**src/rtl/icb_acc_ctrl.sv**
```systemverilog
// ICB slave front end for the MHSA accelerator: CSR block, SRAM write packer, start/done/irq.
// Optional SRAM read-back path is enabled by defining ICB_ACC_SRAM_RDBK_EN.
module icb_acc_ctrl #(
    parameter int unsigned SRAM_WIDTH = 64,
    parameter int unsigned SRAM_DEPTH = 4096,
    parameter int unsigned NUM_BASE   = 2,
    parameter int unsigned REGION_BIT = 16,
    localparam int unsigned LANES     = SRAM_WIDTH / 32,
    localparam int unsigned USRAM_AW  = $clog2(SRAM_DEPTH)
) (
    input  logic                    clk,
    input  logic                    rst_n,
    input  logic                    icb_cmd_valid,
    output logic                    icb_cmd_ready,
    input  logic                    icb_cmd_read,
    input  logic [31:0]             icb_cmd_addr,
    input  logic [31:0]             icb_cmd_wdata,
    input  logic [3:0]              icb_cmd_wmask,
    output logic                    icb_rsp_valid,
    input  logic                    icb_rsp_ready,
    output logic [31:0]             icb_rsp_rdata,
    output logic                    icb_rsp_err,
    output logic                    acc_start,
    input  logic                    acc_done,
    output logic [NUM_BASE*32-1:0]  acc_base,
    output logic                    usram_write_en,
    output logic [USRAM_AW-1:0]     usram_addr,
    output logic [SRAM_WIDTH-1:0]   usram_wdata,
`ifdef ICB_ACC_SRAM_RDBK_EN
    output logic                    usram_read_en,
    input  logic [SRAM_WIDTH-1:0]   usram_rdata,
`endif
    output logic                    irq
);

    localparam int unsigned LANE_BITS = (LANES > 1) ? $clog2(LANES) : 1;
    localparam int unsigned BYTE_SH   = $clog2(SRAM_WIDTH / 8);

    typedef enum logic [1:0] {StIdle, StRsp, StRdWait} state_e;

    state_e                       state_q, state_d;
    logic [31:0]                  rsp_rdata_q, rsp_rdata_d;
    logic                         rsp_err_q, rsp_err_d;
    logic                         irq_en_q, irq_en_d;
    logic                         busy_q, busy_d;
    logic                         done_q, done_d;
    logic                         err_q, err_d;
    logic [NUM_BASE-1:0][31:0]    base_q, base_d;
    logic [LANES-1:0][31:0]       buf_q, buf_d, buf_merged;
    logic [LANE_BITS-1:0]         pack_cnt_q, pack_cnt_d;
    logic                         acc_start_q, acc_start_d;
    logic                         usram_we_q, usram_we_d;
    logic [USRAM_AW-1:0]          usram_addr_q, usram_addr_d;
    logic [SRAM_WIDTH-1:0]        usram_wdata_q, usram_wdata_d;

    logic [7:0]                   csr_off;
    logic [31:0]                  sram_off, sram_word, sram_lane, rd_val;
    logic [LANE_BITS-1:0]         lane_sel;
    logic                         word_ok, err_rsp;
    logic                         unused_bits;

`ifdef ICB_ACC_SRAM_RDBK_EN
    logic                         usram_re_q, usram_re_d;
    logic [LANE_BITS-1:0]         rd_lane_q, rd_lane_d;
    logic [LANES-1:0][31:0]       rd_lanes;
    assign rd_lanes      = usram_rdata;
    assign usram_read_en = usram_re_q;
`endif

    assign csr_off   = icb_cmd_addr[7:0];
    assign sram_off  = icb_cmd_addr & ((32'd1 << REGION_BIT) - 32'd1);
    assign sram_word = sram_off >> BYTE_SH;
    assign sram_lane = (sram_off >> 2) & 32'(LANES - 1);
    assign lane_sel  = sram_lane[LANE_BITS-1:0];
    assign word_ok   = sram_word < 32'(SRAM_DEPTH);
    assign unused_bits = ^{icb_cmd_addr, sram_off, sram_word, sram_lane};

    always_comb begin
        state_d       = state_q;
        rsp_rdata_d   = rsp_rdata_q;
        rsp_err_d     = rsp_err_q;
        irq_en_d      = irq_en_q;
        busy_d        = busy_q;
        done_d        = done_q;
        err_d         = err_q;
        base_d        = base_q;
        buf_d         = buf_q;
        pack_cnt_d    = pack_cnt_q;
        acc_start_d   = 1'b0;
        usram_we_d    = 1'b0;
        usram_addr_d  = usram_addr_q;
        usram_wdata_d = usram_wdata_q;
        rd_val        = 32'd0;
        err_rsp       = 1'b0;
        buf_merged    = buf_q;
        buf_merged[lane_sel] = icb_cmd_wdata;
`ifdef ICB_ACC_SRAM_RDBK_EN
        usram_re_d    = 1'b0;
        rd_lane_d     = rd_lane_q;
`endif

        case (state_q)
            StIdle: begin
                if (icb_cmd_valid) begin
                    state_d = StRsp;
                    if (!icb_cmd_addr[REGION_BIT]) begin
                        if (csr_off == 8'h00) begin
                            if (icb_cmd_read) begin
                                rd_val = {30'd0, irq_en_q, 1'b0};
                            end else if (icb_cmd_wdata[0] && busy_q) begin
                                err_rsp = 1'b1;
                                err_d   = 1'b1;
                            end else begin
                                irq_en_d = icb_cmd_wdata[1];
                                if (icb_cmd_wdata[0]) begin
                                    acc_start_d = 1'b1;
                                    busy_d      = 1'b1;
                                    buf_d       = '0;
                                    pack_cnt_d  = '0;
                                end
                            end
                        end else if (csr_off == 8'h04) begin
                            if (icb_cmd_read) begin
                                rd_val = {29'd0, err_q, done_q, busy_q};
                            end else begin
                                if (icb_cmd_wdata[1]) done_d = 1'b0;
                                if (icb_cmd_wdata[2]) err_d = 1'b0;
                            end
                        end else if (csr_off == 8'h08) begin
                            if (icb_cmd_read) rd_val = 32'(pack_cnt_q);
                        end else begin
                            err_rsp = 1'b1;
                            for (int unsigned i = 0; i < NUM_BASE; i++) begin
                                if (csr_off == 8'(16 + 4 * i)) begin
                                    err_rsp = 1'b0;
                                    if (icb_cmd_read) begin
                                        rd_val = base_q[i];
                                    end else begin
                                        for (int unsigned b = 0; b < 4; b++) begin
                                            if (icb_cmd_wmask[b]) begin
                                                base_d[i][8*b +: 8] = icb_cmd_wdata[8*b +: 8];
                                            end
                                        end
                                    end
                                end
                            end
                        end
                    end else if (icb_cmd_read) begin
`ifdef ICB_ACC_SRAM_RDBK_EN
                        if (!busy_q && word_ok) begin
                            usram_re_d   = 1'b1;
                            usram_addr_d = sram_word[USRAM_AW-1:0];
                            rd_lane_d    = lane_sel;
                            state_d      = StRdWait;
                        end else begin
                            err_rsp = 1'b1;
                        end
`else
                        err_rsp = 1'b1;
`endif
                    end else if (!busy_q && icb_cmd_wmask == 4'hF && word_ok &&
                                 sram_lane == 32'(pack_cnt_q)) begin
                        buf_d = buf_merged;
                        if (sram_lane == 32'(LANES - 1)) begin
                            usram_we_d    = 1'b1;
                            usram_addr_d  = sram_word[USRAM_AW-1:0];
                            usram_wdata_d = buf_merged;
                            buf_d         = '0;
                            pack_cnt_d    = '0;
                        end else begin
                            pack_cnt_d = pack_cnt_q + 1'b1;
                        end
                    end else begin
                        // Out-of-order or partial writes abandon the partially packed word.
                        err_rsp    = 1'b1;
                        err_d      = 1'b1;
                        buf_d      = '0;
                        pack_cnt_d = '0;
                    end
                    rsp_err_d   = err_rsp;
                    rsp_rdata_d = err_rsp ? 32'd0 : rd_val;
                end
            end
            StRsp: begin
                if (icb_rsp_ready) state_d = StIdle;
            end
`ifdef ICB_ACC_SRAM_RDBK_EN
            StRdWait: begin
                // SRAM data is sampled at the end of the read-enable cycle.
                rsp_rdata_d = rd_lanes[rd_lane_q];
                rsp_err_d   = 1'b0;
                state_d     = StRsp;
            end
`endif
            default: state_d = StIdle;
        endcase

        // Applied last so a done pulse beats a simultaneous W1C of done.
        if (acc_done && busy_q) begin
            busy_d = 1'b0;
            done_d = 1'b1;
        end
    end

    always_ff @(posedge clk or negedge rst_n) begin
        if (!rst_n) begin
            state_q       <= StIdle;
            rsp_rdata_q   <= '0;
            rsp_err_q     <= 1'b0;
            irq_en_q      <= 1'b0;
            busy_q        <= 1'b0;
            done_q        <= 1'b0;
            err_q         <= 1'b0;
            base_q        <= '0;
            buf_q         <= '0;
            pack_cnt_q    <= '0;
            acc_start_q   <= 1'b0;
            usram_we_q    <= 1'b0;
            usram_addr_q  <= '0;
            usram_wdata_q <= '0;
        end else begin
            state_q       <= state_d;
            rsp_rdata_q   <= rsp_rdata_d;
            rsp_err_q     <= rsp_err_d;
            irq_en_q      <= irq_en_d;
            busy_q        <= busy_d;
            done_q        <= done_d;
            err_q         <= err_d;
            base_q        <= base_d;
            buf_q         <= buf_d;
            pack_cnt_q    <= pack_cnt_d;
            acc_start_q   <= acc_start_d;
            usram_we_q    <= usram_we_d;
            usram_addr_q  <= usram_addr_d;
            usram_wdata_q <= usram_wdata_d;
        end
    end

`ifdef ICB_ACC_SRAM_RDBK_EN
    always_ff @(posedge clk or negedge rst_n) begin
        if (!rst_n) begin
            usram_re_q <= 1'b0;
            rd_lane_q  <= '0;
        end else begin
            usram_re_q <= usram_re_d;
            rd_lane_q  <= rd_lane_d;
        end
    end
`endif

    assign icb_cmd_ready  = (state_q == StIdle);
    assign icb_rsp_valid  = (state_q == StRsp);
    assign icb_rsp_rdata  = rsp_rdata_q;
    assign icb_rsp_err    = rsp_err_q;
    assign acc_start      = acc_start_q;
    assign acc_base       = base_q;
    assign usram_write_en = usram_we_q;
    assign usram_addr     = usram_addr_q;
    assign usram_wdata    = usram_wdata_q;
    assign irq            = done_q & irq_en_q;

endmodule

```
**config.mk**
```make
export PLATFORM = sky130hd
export DESIGN_NAME = icb_acc_ctrl
export DESIGN_NICKNAME = d
export VERILOG_FILES = /design/src/rtl/icb_acc_ctrl.sv
export SDC_FILE = /design/constraint.sdc
export NUM_CORES = 1
export LEC_CHECK = 0
export ABC_AREA = 1
export CAP_MARGIN = 20
export CORE_ASPECT_RATIO = 1.5
export CORE_MARGIN = 2
export CORE_UTILIZATION = 50
export CTS_CLUSTER_DIAMETER = 80
export DETAILED_ROUTE_END_ITERATION = 8
export GPL_ROUTABILITY_DRIVEN = 0
export PLACE_DENSITY = 0.76
export SLEW_MARGIN = 20
export SYNTH_ARGS = -nofsm -noshare
export SYNTH_HDL_FRONTEND = slang
export SYNTH_SLANG_ARGS = --single-unit
export TNS_END_PERCENT = 5
```
**constraint.sdc**
```tcl
create_clock -name clk -period 2.01 [get_ports clk]
set_input_delay 0.201 -clock clk [delete_from_list [all_inputs] [get_ports clk]]
set_output_delay 0.201 -clock clk [all_outputs]
set_load 0.01 [all_outputs]
```
# [Word-level counts from Yosys, hierarchy flattened]
# Index checks and enable logic that the tools add are counted.
# Widths: inputs -> output; s select.
[word_totals] input_bits=74 reg_bits=246 word_cells=171
[op_classes] bitwise_logic=7 eq_ne=19 muxes=84 n_lt_le_gt_ge=3 n_addsub=1 n_reduce_logical=35
[ops] operator="$mux 64" count=8
[ops] operator="$mux 32" count=10
[ops] operator="$reduce_and 9->1" count=9
[ops] operator="$bwmux 64" count=1
[ops] operator="$mux 1" count=59
[ops] operator="$demux 32 s1" count=1
[ops] operator="$reduce_and 7->1" count=3
[ops] operator="$eq 8x5->1 const B" count=2
[ops] operator="$reduce_bool 2->1" count=8
[ops] operator="$lt 13x13->1 const B" count=1
[ops] operator="$ne 2x2->1 const B" count=6
[ops] operator="$reduce_and 6->1" count=2
[ops] operator="$ne 2x1->1 const B" count=5
[ops] operator="$eq 8x3->1 const B" count=1
[ops] operator="$eq 8x4->1 const B" count=1
[ops] operator="$logic_not 8->1" count=1
[ops] operator="$logic_and 1x1->1" count=6
[ops] operator="$mux 2" count=3
[ops] operator="$not 1->1" count=6
[ops] operator="$reduce_bool 3->1" count=2
[ops] operator="$eq 4x4->1 const B" count=1
[ops] operator="$pmux 2 s2" count=1
[ops] operator="$reduce_and 2->1" count=2
[ops] operator="$mux 3" count=1
[ops] operator="other kinds (9)" count=9

# [Longest topological paths before layout]
[logic_depth] depth_word=10 ltp_mapped=14 ltp_nobuf=11

# [Worst setup path after synthesis]
# No wires, ideal clock.
[synth_path] path_type="input -> register" from="in icb_cmd_addr[2]" to="reg usram_addr_q[11] (netlist: usram_addr[11])" path_stages=13 arrival_ns=2.270 path_slack_ns=-0.388 setup_ns=0.127 path_buffers=5 t_required_ns=1.883 path_cell_list="buf_4 -> inv_2 -> buf_2 -> clkbuf_1 -> ha_1 -> inv_1 -> nand2_1 -> nor2_4 -> nand2_2 -> nor3_2 -> buf_4 -> buf_6 -> mux2_1"
[synth_between] elab_chain_len=3
[synth_rtl] element="start, declared" line="16" source="input logic [31:0] icb_cmd_addr,"
[synth_rtl] element="$eq 1x1->1" line="162" source="sram_lane == 32'(pack_cnt_q)) begin"
[synth_rtl] element="$logic_and 1x1->1" line="161" source="end else if (!busy_q && icb_cmd_wmask == 4'hF && word_ok &&"
[synth_rtl] element="$reduce_and 6->1 (no line) (*)"
[synth_rtl] element="end signal, assigned" line="234" source="usram_addr_q <= usram_addr_d;"
[synth_rtl] element="end, declared" line="53" source="logic [USRAM_AW-1:0] usram_addr_q, usram_addr_d;"
# Mark *: on every way between the ends. The rest lies on a longest branch, timed or not.
# A chain may end at the register's enable or synchronous reset.

# [Worst setup path in the final report]
[layout_path] from="reg pack_cnt_q" to="reg usram_addr_q[9] (netlist: usram_addr[9])"
[layout_between] elab_chain_len=3
[layout_rtl] element="start, declared" line="50" source="logic [LANE_BITS-1:0] pack_cnt_q, pack_cnt_d;"
[layout_rtl] element="start signal, assigned" line="231" source="pack_cnt_q <= pack_cnt_d;"
[layout_rtl] element="$eq 1x1->1" line="162"
[layout_rtl] element="$logic_and 1x1->1" line="161"
[layout_rtl] element="$reduce_and 6->1 (no line)"
# Every way passes these cells.

==> impl_metrics.py <==
metrics = {
    "layout": {
        "regArea_mm2": 0.00613,
        "nNetsFinal": 1431,
        "stdcell_area_mm2": 0.0145,
        "nFillCells": 1591,
        "diodes": 0,
        "area_growth_pct": 35.2,
        "drive_gt1_share_pct": 9.25,
        "multi_input_area_mm2": 0.00387,
        "final_cells": 1641,
    },
    "power": {
        "p_leak_nw": 6.55,
        "peakVddDrop_v": 0.000649,
        "total_power_mw": 10.4,
        "p_per_area_mw_per_mm2": 716,
    },
    "sta": {
        "period_minus_slack_ns": 1.95,
        "drv_slew": 0,
        "finalCritPeriodShare_pct": 97.0,
        "slew_headroom_pct": 33.7,
        "setup_slack_ns": 0.0608,
        "finClkSkew_ns": 0.0144,
        "setup_viol": 0,
        "clock.fmax_mhz": 513,
        "tightest_slew_ns": 0.995,
        "finalHoldViolCount": 0,
        "timing.setup.tns_ns": 0,
        "rsz0062_at_grt": "true",
    },
    "clock_tree": {
        "cts.sinks": 245,
        "clk_latency_ns": 0.51,
        "cts-htree-levels": 1,
        "tritoncts": "yes",
        "numCtsBuffers": 24,
        "cts.root.buffer_cell": "clkbuf_16",
        "cts_buffer_depth": 3,
        "clk_pin_slew_ns": 0.07,
    },
    "global_route": {
        "grt_pass1_wl_mm": 48.7,
        "busiest_layer": "met2",
        "antenna_found_initial": 0,
        "grt_use_met3_pct": 3.58,
        "grt_use_total_pct": 27.6,
        "grt_max_degree": 98,
        "grt_overflow": 0,
        "grt_pass1_vias": 8963,
        "use_met1_pct": 36.7,
        "use_met2_pct": 45.6,
    },
    "floorplanning": {
        "start_util_pct": 50.8,
        "die_area_mm2": 0.0226,
        "rows": 65,
        "coreArea_mm2": 0.0211,
        "ioPinCount": 252,
        "dieWidth_um": 123,
        "fp.dieH_um": 183,
    },
    "place": {
        "place_area_mm2": 0.0135,
        "dp.cells": 1590,
        "post-dp-hpwl_mm": 20.9,
        "place.port_buffers": 236,
        "place_ws_ns": -0.184,
    },
    "detailed_routing": {
        "first_pass_iters": 5,
        "drtAntennaViolNets": 0,
        "vias_per_cell": 5.58,
        "dr.first_iter.drc_count": 786,
        "vias": 9151,
        "wl_per_cell_um": 19.0,
        "drc": 0,
        "drt-total-wl_mm": 31.2,
    },
    "worst_setup_path": {
        "cp.required_ns": 2.40,
        "r2r_cells": 10,
        "cp_max_fo": 21,
        "cp.arrival_ns": 2.34,
        "critPathCaptureType": "flip-flop",
        "cp-start-kind": "flip-flop",
        "crit_type": "reg -> reg",
    },
    "synth": {
        "ys_seq_area_share_pct": 57.3,
        "netlist_instances": 1119,
        "synth_seq_cells": 245,
        "synth.distinct_cells": 30,
        "ys.warnings.count": 0,
        "syn_area_per_cell_um2": 9.57,
        "syn_nets": 1194,
        "synthesis.area_mm2": 0.0107,
    },
    "run_status": {
        "status": "complete, no violations",
    },
    "flow_run": {
        "max_cap_viol_count": 0,
    },
    "hold_path": {
        "hp-class": "in -> reg",
        "hold-path-cell-count": 5,
    },
}
[critical path: stages (launching register included)]
cell	delay [ns]
dfrtp_1	0.39
inv_2	0.08
ha_4	0.20
inv_2	0.05
nand2_2	0.06
nor2_4	0.09
nand2_2	0.08
nor3_4	0.16
buf_12	0.19
buf_16	0.18
mux2_4	0.32
[state kept, by name, indices dropped and copies added, names as in the netlist]
register and flops:
acc_base 64, buf_q 64, usram_wdata 64, icb_rsp_rdata 32, usram_addr 12, acc_start 1
busy_q 1, done_q 1, err_q 1, icb_rsp_err 1, irq_en_q 1, pack_cnt_q 1
state_q 1, usram_write_en 1
[cell type report]
class | instances | share of cell area [%]
Clock buffer | 38 | 5.07
Clock inverter | 5 | 0.199
Inverter | 94 | 2.51
Multi-Input combinational cell | 704 | 26.7
Sequential cell | 245 | 42.3
Tap cell | 268 | 2.32
Timing Repair Buffer | 287 | 20.8
[logic make-up after synthesis]
family	Yosys count	share of synthesized area, %
buf+inv	170	7.16
compound gates	291	18.1
flops	245	57.3
fa+ha+maj	1	0.117
simple gates	404	16.5
mux	8	0.841
[synthesized netlist by cell type]
| master | count | area (um^2) |
|---|---|---|
| a21oi_1 | 4 | 20.0 |
| buf_1 | 1 | 3.75 |
| buf_2 | 26 | 130 |
| buf_4 | 9 | 67.6 |
| buf_6 | 8 | 90.1 |
| clkbuf_1 | 32 | 120 |
| dfrtp_1 | 245 | 6130 |
| ha_1 | 1 | 12.5 |
| inv_1 | 89 | 334 |
| inv_2 | 4 | 15.0 |
| inv_4 | 1 | 6.26 |
| mux2_1 | 5 | 56.3 |
| mux2_2 | 3 | 33.8 |
| nand2_1 | 283 | 1060 |
| nand2_2 | 3 | 18.8 |
| nand3_1 | 20 | 100 |
| nand3_2 | 1 | 10.0 |
| nand3_4 | 8 | 140 |
| nand4_1 | 25 | 156 |
| nor2_1 | 57 | 214 |
| nor2_2 | 1 | 6.26 |
| nor2_4 | 4 | 45.0 |
| nor3_1 | 1 | 5.00 |
| nor3_2 | 1 | 10.0 |
| o211ai_1 | 85 | 638 |
| o21a_1 | 68 | 510 |
| o21ai_0 | 29 | 145 |
| o21ai_1 | 65 | 325 |
| o21bai_1 | 1 | 7.51 |
| o31ai_1 | 39 | 293 |
[per-stage QoR]
stage / hold slack (ns) / utilization [%]
after floorplan: -0.0946 / -
after global placement: 0.228 / 64.2
after detailed placement: 0.230 / 64.2
after CTS: 0.158 / 68.4
after global routing: 0.220 / 68.7
final: 0.175 / 68.7
[routing by layer]
layer | vias up | share of wire (%) | routed length [um]
met3 | 77 | 6.9 | 2160
li1 | 4237 | - | -
met4 | 0 | 4.3 | 1330
met5 | - | 0 | 0
met1 | 4427 | 39 | 12200
met2 | 410 | 50 | 15500
[path summary, 6_finish.rpt]
path / from / end / slack, ns
min in group asynchronous: rst_n / usram_addr[6] / 0.27
worst max register to register: pack_cnt_q / usram_addr[9] / 0.06
worst max-delay path: pack_cnt_q / usram_addr[9] / 0.06
worst min-delay path: icb_cmd_addr[2] / pack_cnt_q / 0.17
max in group asynchronous: rst_n / buf_q[12] / 1.08
worst min register to register: buf_q[50] / buf_q[50] / 0.46
[where the power goes]
| group | switching, mW | total [mW] | internal, mW |
|---|---|---|---|
| Clock | 1.86 | 4.36 | 2.50 |
| Combinational | 0.537 | 0.926 | 0.389 |
| Sequential | 0.0611 | 5.08 | 5.02 |
[what timing repair did]
action	4_1_cts	5_1_grt
pin swaps	1	3
endpoints found under the setup margin	62	74
hold buffers	1	0
cloned	3	2
endpoints found under the hold margin	68	0
resized for setup	4	1
buffers inserted	1	1
[placed cells by master (no fill, tap or decap)]
master	instances
nand3_2	1
buf_12	10
buf_16	4
nor2_2	3
dfrtp_1	245
o21ai_2	1
nor2_1	55
a21oi_1	4
ha_4	1
inv_8	1
bufbuf_16	1
nor3_4	1
nand2_1	281
nor2_4	4
clkbuf_8	6
o21bai_1	1
o211ai_1	85
nand2_2	5
nand3_1	20
buf_8	1
o21ai_1	64
inv_6	1
nor3_1	1
inv_4	1
mux2_4	8
o21a_1	68
clkbuf_16	27
o31ai_1	39
inv_1	87
nand3_4	8
clkdlybuf4s50_1	234
inv_2	5
clkbuf_1	7
o21ai_0	29
dlygate4sd3_1	1
buf_4	34
clkinv_2	4
nand4_1	25
Power figures use the tool's default switching activity.
